File: config.mk
export PLATFORM = sky130hd
export DESIGN_NAME = vec_store_unit
export DESIGN_NICKNAME = d
export VERILOG_FILES = /design/src/rtl/vec_lsu_pkg.sv /design/src/rtl/vec_store_align.sv /design/src/rtl/vec_store_unit.sv
export SDC_FILE = /design/constraint.sdc
export NUM_CORES = 2
export LEC_CHECK = 0
export CORE_MARGIN = 2
export CORE_UTILIZATION = 50
export DETAILED_ROUTE_END_ITERATION = 6
export DONT_BUFFER_PORTS = 1
export PLACE_DENSITY = 0.66
export REMOVE_ABC_BUFFERS = 1
export SLEW_MARGIN = 20
export SYNTH_ARGS = -nofsm -noshare
export SYNTH_HDL_FRONTEND = slang
export SYNTH_HIERARCHICAL = 1
export SYNTH_SLANG_ARGS = --single-unit
File: constraint.sdc
create_clock -name clk -period 23.3 [get_ports clk]
set_input_delay 2.33 -clock clk [delete_from_list [all_inputs] [get_ports clk]]
set_output_delay 2.33 -clock clk [all_outputs]
set_load 0.01 [all_outputs]
File: src/rtl/vec_lsu_pkg.sv
`default_nettype none
// ============================================================================
// Module      : vec_lsu_pkg
// Description : Shared vector load/store types: FSM states, SEW encodings,
//               byte-strobe base patterns and an alignment helper.
// Revision    : 1.0 - initial release
// ============================================================================
package vec_lsu_pkg;

   typedef enum logic [1:0] {
      IDLE = 2'd0,
      REQ  = 2'd1,
      DONE = 2'd2
   } lsu_state_t;

   localparam logic [6:0] c_sew_8  = 7'd8;
   localparam logic [6:0] c_sew_16 = 7'd16;
   localparam logic [6:0] c_sew_32 = 7'd32;

   localparam logic [3:0] c_strb_b8  = 4'b0001;
   localparam logic [3:0] c_strb_b16 = 4'b0011;
   localparam logic [3:0] c_strb_b32 = 4'b1111;

   function automatic logic sew_misaligned(input logic [6:0] sew, input logic [1:0] off);
      case (sew)
         c_sew_16: return off[0];
         c_sew_32: return (off != 2'b00);
         default:  return 1'b0;
      endcase
   endfunction

endpackage
`default_nettype wire

File: src/rtl/vec_store_align.sv
`default_nettype none
// ============================================================================
// Module      : vec_store_align
// Description : Places one store element into its byte lane of the memory
//               word and produces the matching strobes and misalignment flag.
// Revision    : 1.0 - initial release
// ============================================================================
module vec_store_align
   import vec_lsu_pkg::*;
#(
   parameter int XLEN = 32
) (
   input  logic [XLEN-1:0]   i_elem,
   input  logic [6:0]        i_sew,
   input  logic [1:0]        i_off,
   output logic [XLEN-1:0]   o_data,
   output logic [XLEN/8-1:0] o_strb,
   output logic              o_misaligned
);
   localparam int SB_W = XLEN / 8;

   logic [XLEN-1:0] w_elem_zx;

   always_comb begin
      w_elem_zx = '0;
      o_strb    = '0;
      case (i_sew)
         c_sew_8: begin
            w_elem_zx = {{(XLEN-8){1'b0}}, i_elem[7:0]};
            o_strb    = SB_W'(c_strb_b8) << i_off;
         end
         c_sew_16: begin
            w_elem_zx = {{(XLEN-16){1'b0}}, i_elem[15:0]};
            o_strb    = SB_W'(c_strb_b16) << i_off;
         end
         c_sew_32: begin
            w_elem_zx = i_elem;
            o_strb    = SB_W'(c_strb_b32);
         end
         default: ;
      endcase
      o_data       = w_elem_zx << {i_off, 3'b000};
      o_misaligned = sew_misaligned(i_sew, i_off);
   end

endmodule
`default_nettype wire

File: src/rtl/vec_store_unit.sv
`default_nettype none
// ============================================================================
// Module      : vec_store_unit
// Description : Unit-stride/strided vector store engine issuing one memory
//               write per active element over a req/ack handshake.
//               Define VEC_STORE_MASK_EN to honour vm/v0 element masking.
// Revision    : 1.0 - initial release
// ============================================================================
module vec_store_unit
   import vec_lsu_pkg::*;
#(
   parameter int XLEN     = 32,
   parameter int MAX_VLEN = 512,
   parameter int MAX_ELEM = MAX_VLEN / 8
) (
   input  logic                clk,
   input  logic                reset,
   input  logic                start,
   input  logic                stride_sel,
   input  logic [XLEN-1:0]     base_addr,
   input  logic [XLEN-1:0]     stride,
   input  logic [6:0]          sew,
   input  logic [XLEN-1:0]     vl,
   input  logic [MAX_VLEN-1:0] vs3_data,
   input  logic                vm,
   input  logic [MAX_ELEM-1:0] v0_mask_data,
   input  logic                st_ack,
   output logic                st_req,
   output logic [XLEN-1:0]     lsu2mem_addr,
   output logic [XLEN-1:0]     lsu2mem_data,
   output logic [XLEN/8-1:0]   wr_strb,
   output logic                busy,
   output logic                is_stored,
   output logic                store_err
);
   localparam int IDX_W  = $clog2(MAX_ELEM + 1);
   localparam int SH_W   = IDX_W + 7;
   localparam int SB_W   = XLEN / 8;
   localparam int MASK_W = 1 << IDX_W;

   lsu_state_t          r_state;
   logic [IDX_W-1:0]    r_index, r_n;
   logic [XLEN-1:0]     r_addr, r_stride;
   logic [6:0]          r_sew;
   logic [MAX_VLEN-1:0] r_vs3;
   logic                r_st_req, r_busy, r_is_stored, r_store_err;
   logic [XLEN-1:0]     r_bus_addr, r_bus_data;
   logic [SB_W-1:0]     r_bus_strb;

   logic                w_idle, w_sew_ok, w_last, w_cur_active, w_nxt_active, w_nxt_mis;
   logic [XLEN-1:0]     w_cap, w_nxt_addr, w_nxt_data, w_elem;
   logic [IDX_W-1:0]    w_n, w_nxt_index;
   logic [6:0]          w_src_sew;
   logic [SH_W-1:0]     w_shamt;
   logic [MAX_VLEN-1:0] w_src_vs3, w_shifted;
   logic [SB_W-1:0]     w_nxt_strb;

   always_comb begin
      w_cap    = '0;
      w_sew_ok = 1'b1;
      case (sew)
         c_sew_8:  w_cap = XLEN'(MAX_ELEM);
         c_sew_16: w_cap = XLEN'(MAX_ELEM / 2);
         c_sew_32: w_cap = XLEN'(MAX_ELEM / 4);
         default:  w_sew_ok = 1'b0;
      endcase
   end

   assign w_n    = (vl < w_cap) ? vl[IDX_W-1:0] : w_cap[IDX_W-1:0];
   assign w_idle = (r_state == IDLE);
   assign w_last = (r_index == r_n - IDX_W'(1));

   // Outputs are registered, so the bus is always loaded with the element
   // that will be current after this edge: element 0 from the live inputs
   // when starting, otherwise the successor of the latched element.
   assign w_src_vs3   = w_idle ? vs3_data : r_vs3;
   assign w_src_sew   = w_idle ? sew : r_sew;
   assign w_nxt_index = w_idle ? '0 : r_index + IDX_W'(1);
   assign w_nxt_addr  = w_idle ? base_addr : r_addr + r_stride;
   assign w_shamt     = SH_W'(w_nxt_index) * SH_W'(w_src_sew);
   assign w_shifted   = w_src_vs3 >> w_shamt;
   assign w_elem      = w_shifted[XLEN-1:0];

   vec_store_align #(
      .XLEN (XLEN)
   ) u_align (
      .i_elem       (w_elem),
      .i_sew        (w_src_sew),
      .i_off        (w_nxt_addr[1:0]),
      .o_data       (w_nxt_data),
      .o_strb       (w_nxt_strb),
      .o_misaligned (w_nxt_mis)
   );

`ifdef VEC_STORE_MASK_EN
   logic              r_mask_on;
   logic [MASK_W-1:0] r_v0;

   assign w_cur_active = !r_mask_on || r_v0[r_index];
   assign w_nxt_active = w_idle ? (vm || v0_mask_data[0]) : (!r_mask_on || r_v0[w_nxt_index]);

   always_ff @(posedge clk or posedge reset) begin
      if (reset) begin
         r_mask_on <= 1'b0;
         r_v0      <= '0;
      end else if (w_idle && start) begin
         r_mask_on <= !vm;
         r_v0      <= {{(MASK_W-MAX_ELEM){1'b0}}, v0_mask_data};
      end
   end
`else
   logic w_unused_mask;
   assign w_unused_mask = ^{vm, v0_mask_data};
   assign w_cur_active  = 1'b1;
   assign w_nxt_active  = 1'b1;
`endif

   always_ff @(posedge clk or posedge reset) begin
      if (reset) begin
         r_state     <= IDLE;
         r_index     <= '0;
         r_n         <= '0;
         r_addr      <= '0;
         r_stride    <= '0;
         r_sew       <= '0;
         r_vs3       <= '0;
         r_st_req    <= 1'b0;
         r_busy      <= 1'b0;
         r_is_stored <= 1'b0;
         r_store_err <= 1'b0;
         r_bus_addr  <= '0;
         r_bus_data  <= '0;
         r_bus_strb  <= '0;
      end else begin
         r_is_stored <= 1'b0;
         case (r_state)
            IDLE: begin
               if (start) begin
                  r_sew       <= sew;
                  r_vs3       <= vs3_data;
                  r_n         <= w_n;
                  r_stride    <= stride_sel ? stride : XLEN'(sew >> 3);
                  r_index     <= '0;
                  r_addr      <= base_addr;
                  r_busy      <= 1'b1;
                  r_store_err <= 1'b0;
                  if (!w_sew_ok || (w_n == '0)) begin
                     r_state     <= DONE;
                     r_is_stored <= 1'b1;
                     r_store_err <= !w_sew_ok;
                  end else begin
                     r_state    <= REQ;
                     r_st_req   <= w_nxt_active && !w_nxt_mis;
                     r_bus_addr <= w_nxt_addr;
                     r_bus_data <= w_nxt_data;
                     r_bus_strb <= w_nxt_strb;
                  end
               end
            end
            REQ: begin
               // With no request raised, an active element can only be misaligned.
               if ((r_st_req && st_ack) || (!r_st_req && !w_cur_active)) begin
                  if (w_last) begin
                     r_state     <= DONE;
                     r_st_req    <= 1'b0;
                     r_is_stored <= 1'b1;
                  end else begin
                     r_index    <= w_nxt_index;
                     r_addr     <= w_nxt_addr;
                     r_st_req   <= w_nxt_active && !w_nxt_mis;
                     r_bus_addr <= w_nxt_addr;
                     r_bus_data <= w_nxt_data;
                     r_bus_strb <= w_nxt_strb;
                  end
               end else if (!r_st_req) begin
                  r_state     <= DONE;
                  r_is_stored <= 1'b1;
                  r_store_err <= 1'b1;
               end
            end
            DONE: begin
               r_state     <= IDLE;
               r_busy      <= 1'b0;
               r_store_err <= 1'b0;
            end
            default: r_state <= IDLE;
         endcase
      end
   end

   assign st_req       = r_st_req;
   assign lsu2mem_addr = r_bus_addr;
   assign lsu2mem_data = r_bus_data;
   assign wr_strb      = r_bus_strb;
   assign busy         = r_busy;
   assign is_stored    = r_is_stored;
   assign store_err    = r_store_err;

endmodule
`default_nettype wire

==> run_results.csv <==
group,metric,value,unit
sta,tns,0,ns
worst_setup_path,crit_family,"buffers and inverters",
worst_setup_path,cp_max_fo,168,
die,die_h,386,um
detailed_routing,routed.top_layer,"met5",
clocking,cts_resized,0,
layout,fin_nets,9700,
global_routing,grt_pass1_wl,566000,um
clocking,clkLatencyLatePin,0.75,ns
synth,synthTopCellsByArea,"dfrtp_1 23%, nand2_1 12%, mux2i_1 10%, mux4_2 7.6%, mux2_2 5.7%",
worst_setup_path,reg2reg_slack,11.83,ns
die,core,145000,um^2
die,start_util,0.503,
sta,skew,0.0534,ns
placement,gp_congestion,1.12,
worst_setup_path,crit_type,"reg2reg",
clocking,path_clk_slew,0.06,ns
detailed_routing,met1_length,145000,um
sta,final_hold_viol_count,0,
placement,io_buffers,0,
clocking,ctsHoldBuffers,0,
sta,hold_ws,0.487,ns
global_routing,grt_max_degree,219,
placement,dp_slack,12.08,ns
synth,yosys.area.top_type,"dfrtp_1",
detailed_routing,met3_length,52600,um
detailed_routing,ant_nets,0,
global_routing,antenna_found_initial,41,
detailed_routing,drc,1,
detailed_routing,wirelength,403000,um
sta,report.final.slew_viol_count,0,
layout,layout-drive-gt1-share,0.122,
die,die_w,386,um
synth,yosysWarnings,6,
status,violations,"DRC",
clocking,clock_sinks,671,
synth,synth_ff_type,"dfrtp_1",
synth,synth_cell_types,101,
worst_setup_path,arrival,12.07,ns
detailed_routing,detailroute.wirelength.met2,170000,um
worst_setup_path,worst_ep_required_time,23.90,ns
synth,synth-edff-count,0,
detailed_routing,via_count,80700,
sta,layout_setup_ws,11.83,ns
detailed_routing,drt_iter0_drc,13000,
clocking,cts_root_buffer,"clkbuf_16",
sta,slew_headroom,0.104,
sta,worstMarginPinSlew,1.33,ns
clocking,cts_tree,"built",
hold_path,min_path_type,"reg2reg",
clocking,cts_buffers,80,
worst_setup_path,startpoint_type,"register",
global_routing,grt_pass1_vias,75200,
sta,rsz0062_at_grt,"false",
layout,syn2layout_area_growth,5.20,%
clocking,clockBufferDepth,3,
die,io_pins,757,
sta,finalSetupViolCount,0,
global_routing,grt_util_all_layers,0.519,
global_routing,grt-ovfl-total,0,
detailed_routing,wl_per_cell,36.8,um
synth,netlist_instances,9498,
worst_setup_path,end_kind,"register",
sta,fin_crit_sh,0.492,
die,dieArea,149000,um^2
synth,synthArstFlopShare,1.00,
detailed_routing,avgViaCountPerCell,7.37,
sta,fmax,87.2,MHz
synth,yosys_register_bits,671,
clocking,postCtsSetupBuffers,0,
sta,min_period,11.47,ns
detailed_routing,dr.pass1.iters,7,
synth,synth_top_area_share,0.230,
worst_setup_path,worst-path-buf-inv,7,
die,num_rows,140,
clocking,htree_num_levels,3,
worst_setup_path,crit_path_top_delay_cell,"fa_4",
synth,syn_area,73100,um^2
layout,n_fill_cell,13800,
synth,syn_avg_cell_area,7.70,um^2
synth,ys_seq_area_frac,0.230,
layout,post-route-util,0.529,
worst_setup_path,slowest_delay,0.93,ns
synth,yosysMostFrequentCell,"nand2_1",
status,outcome,"complete, but fails checks",
job,drv_cap,0,
synth,synthTopCellsByCount,"2318 x nand2_1, 779 x nor2_1, 755 x mux2i_1",
placement,dp_hpwl,297000,um
-- worst register-to-register path, cell delays in order, from the launching register on --
cell      delay (ns)
dfrtp_1         0.41
inv_1           0.13
ha_4            0.66
buf_12          0.48
nor2b_1         0.55
and2_1          0.28
fa_1            0.46
ha_1            0.32
ha_1            0.32
inv_1           0.08
fa_4            0.93
inv_8           0.64
buf_12          0.57
buf_4           0.77
buf_4           0.75
mux4_2          0.64
o221a_2         0.35
mux4_2          0.46
and2_0          0.16
o21ai_1         0.49
a311oi_1        0.17
a41oi_1         0.54
o21ai_0         0.31
mux2i_1         0.21
nor2_1          0.05
a221o_2         0.33
mux2_2          0.27
-- cell families (layout without fill, tap and decap cells) --
group | after synthesis | after routing | synth area share
simple gates | 3824 | 3824 | 0.224
compound gates | 2466 | 2466 | 0.224
mux | 1377 | 1377 | 0.237
buf+inv | 1008 | 492 | 0.0590
flops | 671 | 671 | 0.230
fa+ha+maj | 95 | 95 | 0.0188
xor+xnor | 57 | 57 | 0.00683
other cells | 0 | 43 | 0
-- worst paths after layout --
check,depth (start not counted),from,endpoint
max,26,r_state[0]$_DFFE_PP0P_,lsu2mem_data[28]$_DFFE_PP0P_
min,2,r_vs3[0]$_DFFE_PP0P_,r_vs3[0]$_DFFE_PP0P_
max reg2reg,26,r_state[0]$_DFFE_PP0P_,lsu2mem_data[28]$_DFFE_PP0P_
min reg2reg,2,r_vs3[0]$_DFFE_PP0P_,r_vs3[0]$_DFFE_PP0P_
max in group asynchronous,5,reset,r_vs3[16]$_DFFE_PP0P_
min in group asynchronous,1,reset,r_vs3[223]$_DFFE_PP0P_
-- routing by layer --
layer	GRT usage	vias up
li1	-	33500
met1	0.636	39200
met2	0.769	6489
met3	0.170	1537
met4	0.363	18
met5	0.00130	-
-- area by class of cell --
type	count	area, um^2	share of cell area
antenna	43	108	0.00140
clock buffer	111	2310	0.0300
clock inverter	33	503	0.00654
inverter	139	559	0.00727
multi-input combinational	7819	52500	0.682
sequential	671	16800	0.218
tap	1917	2400	0.0312
timing repair buffer	209	1790	0.0233
-- flip-flops by register name, summed over array words and instances (netlist names), 2 cells and up --
name,cells
r_stride,32
r_vs3,512
lsu2mem_data,32
r_state,2
lsu2mem_addr,32
wr_strb,4
r_index,7
r_addr,32
r_n,7
r_sew,7
-- layout by cell type (no fill, tap or decap), types with 41 or more instances in the layout --
cell type / synthesis / layout
mux2_2: 371 / 371
buf_4: 24 / 190
nand2_1: 2318 / 2309
a21oi_1: 368 / 367
nand3_1: 130 / 129
nor3_1: 112 / 111
dfrtp_1: 671 / 669
diode_2: 0 / 43
and2_1: 49 / 48
a21o_1: 62 / 62
clkbuf_16: 0 / 80
nor2_1: 779 / 744
o21a_1: 70 / 70
a221oi_1: 49 / 49
ha_1: 70 / 67
o21ai_0: 735 / 733
a211oi_1: 237 / 237
mux4_2: 246 / 246
o221ai_1: 50 / 50
o32ai_1: 97 / 95
o22ai_1: 110 / 110
a22oi_1: 61 / 61
a22o_1: 41 / 41
inv_1: 137 / 134
a31oi_1: 58 / 58
mux2i_1: 755 / 755
nand2b_1: 74 / 73
and3b_1: 118 / 118
o211ai_1: 127 / 127
-- through the flow --
step | instances | cell area [um^2]
6_report | 10900 | 76900
5_1_grt | 10900 | 76900
4_1_cts | 10900 | 76800
3_5_place_dp | 10800 | 74000
3_3_place_gp | 10800 | 74000
2_1_floorplan | 8629 | 69300
Power is not shown: default switching activity piles up to over one toggle a cycle in this logic, so the estimate is an artifact.
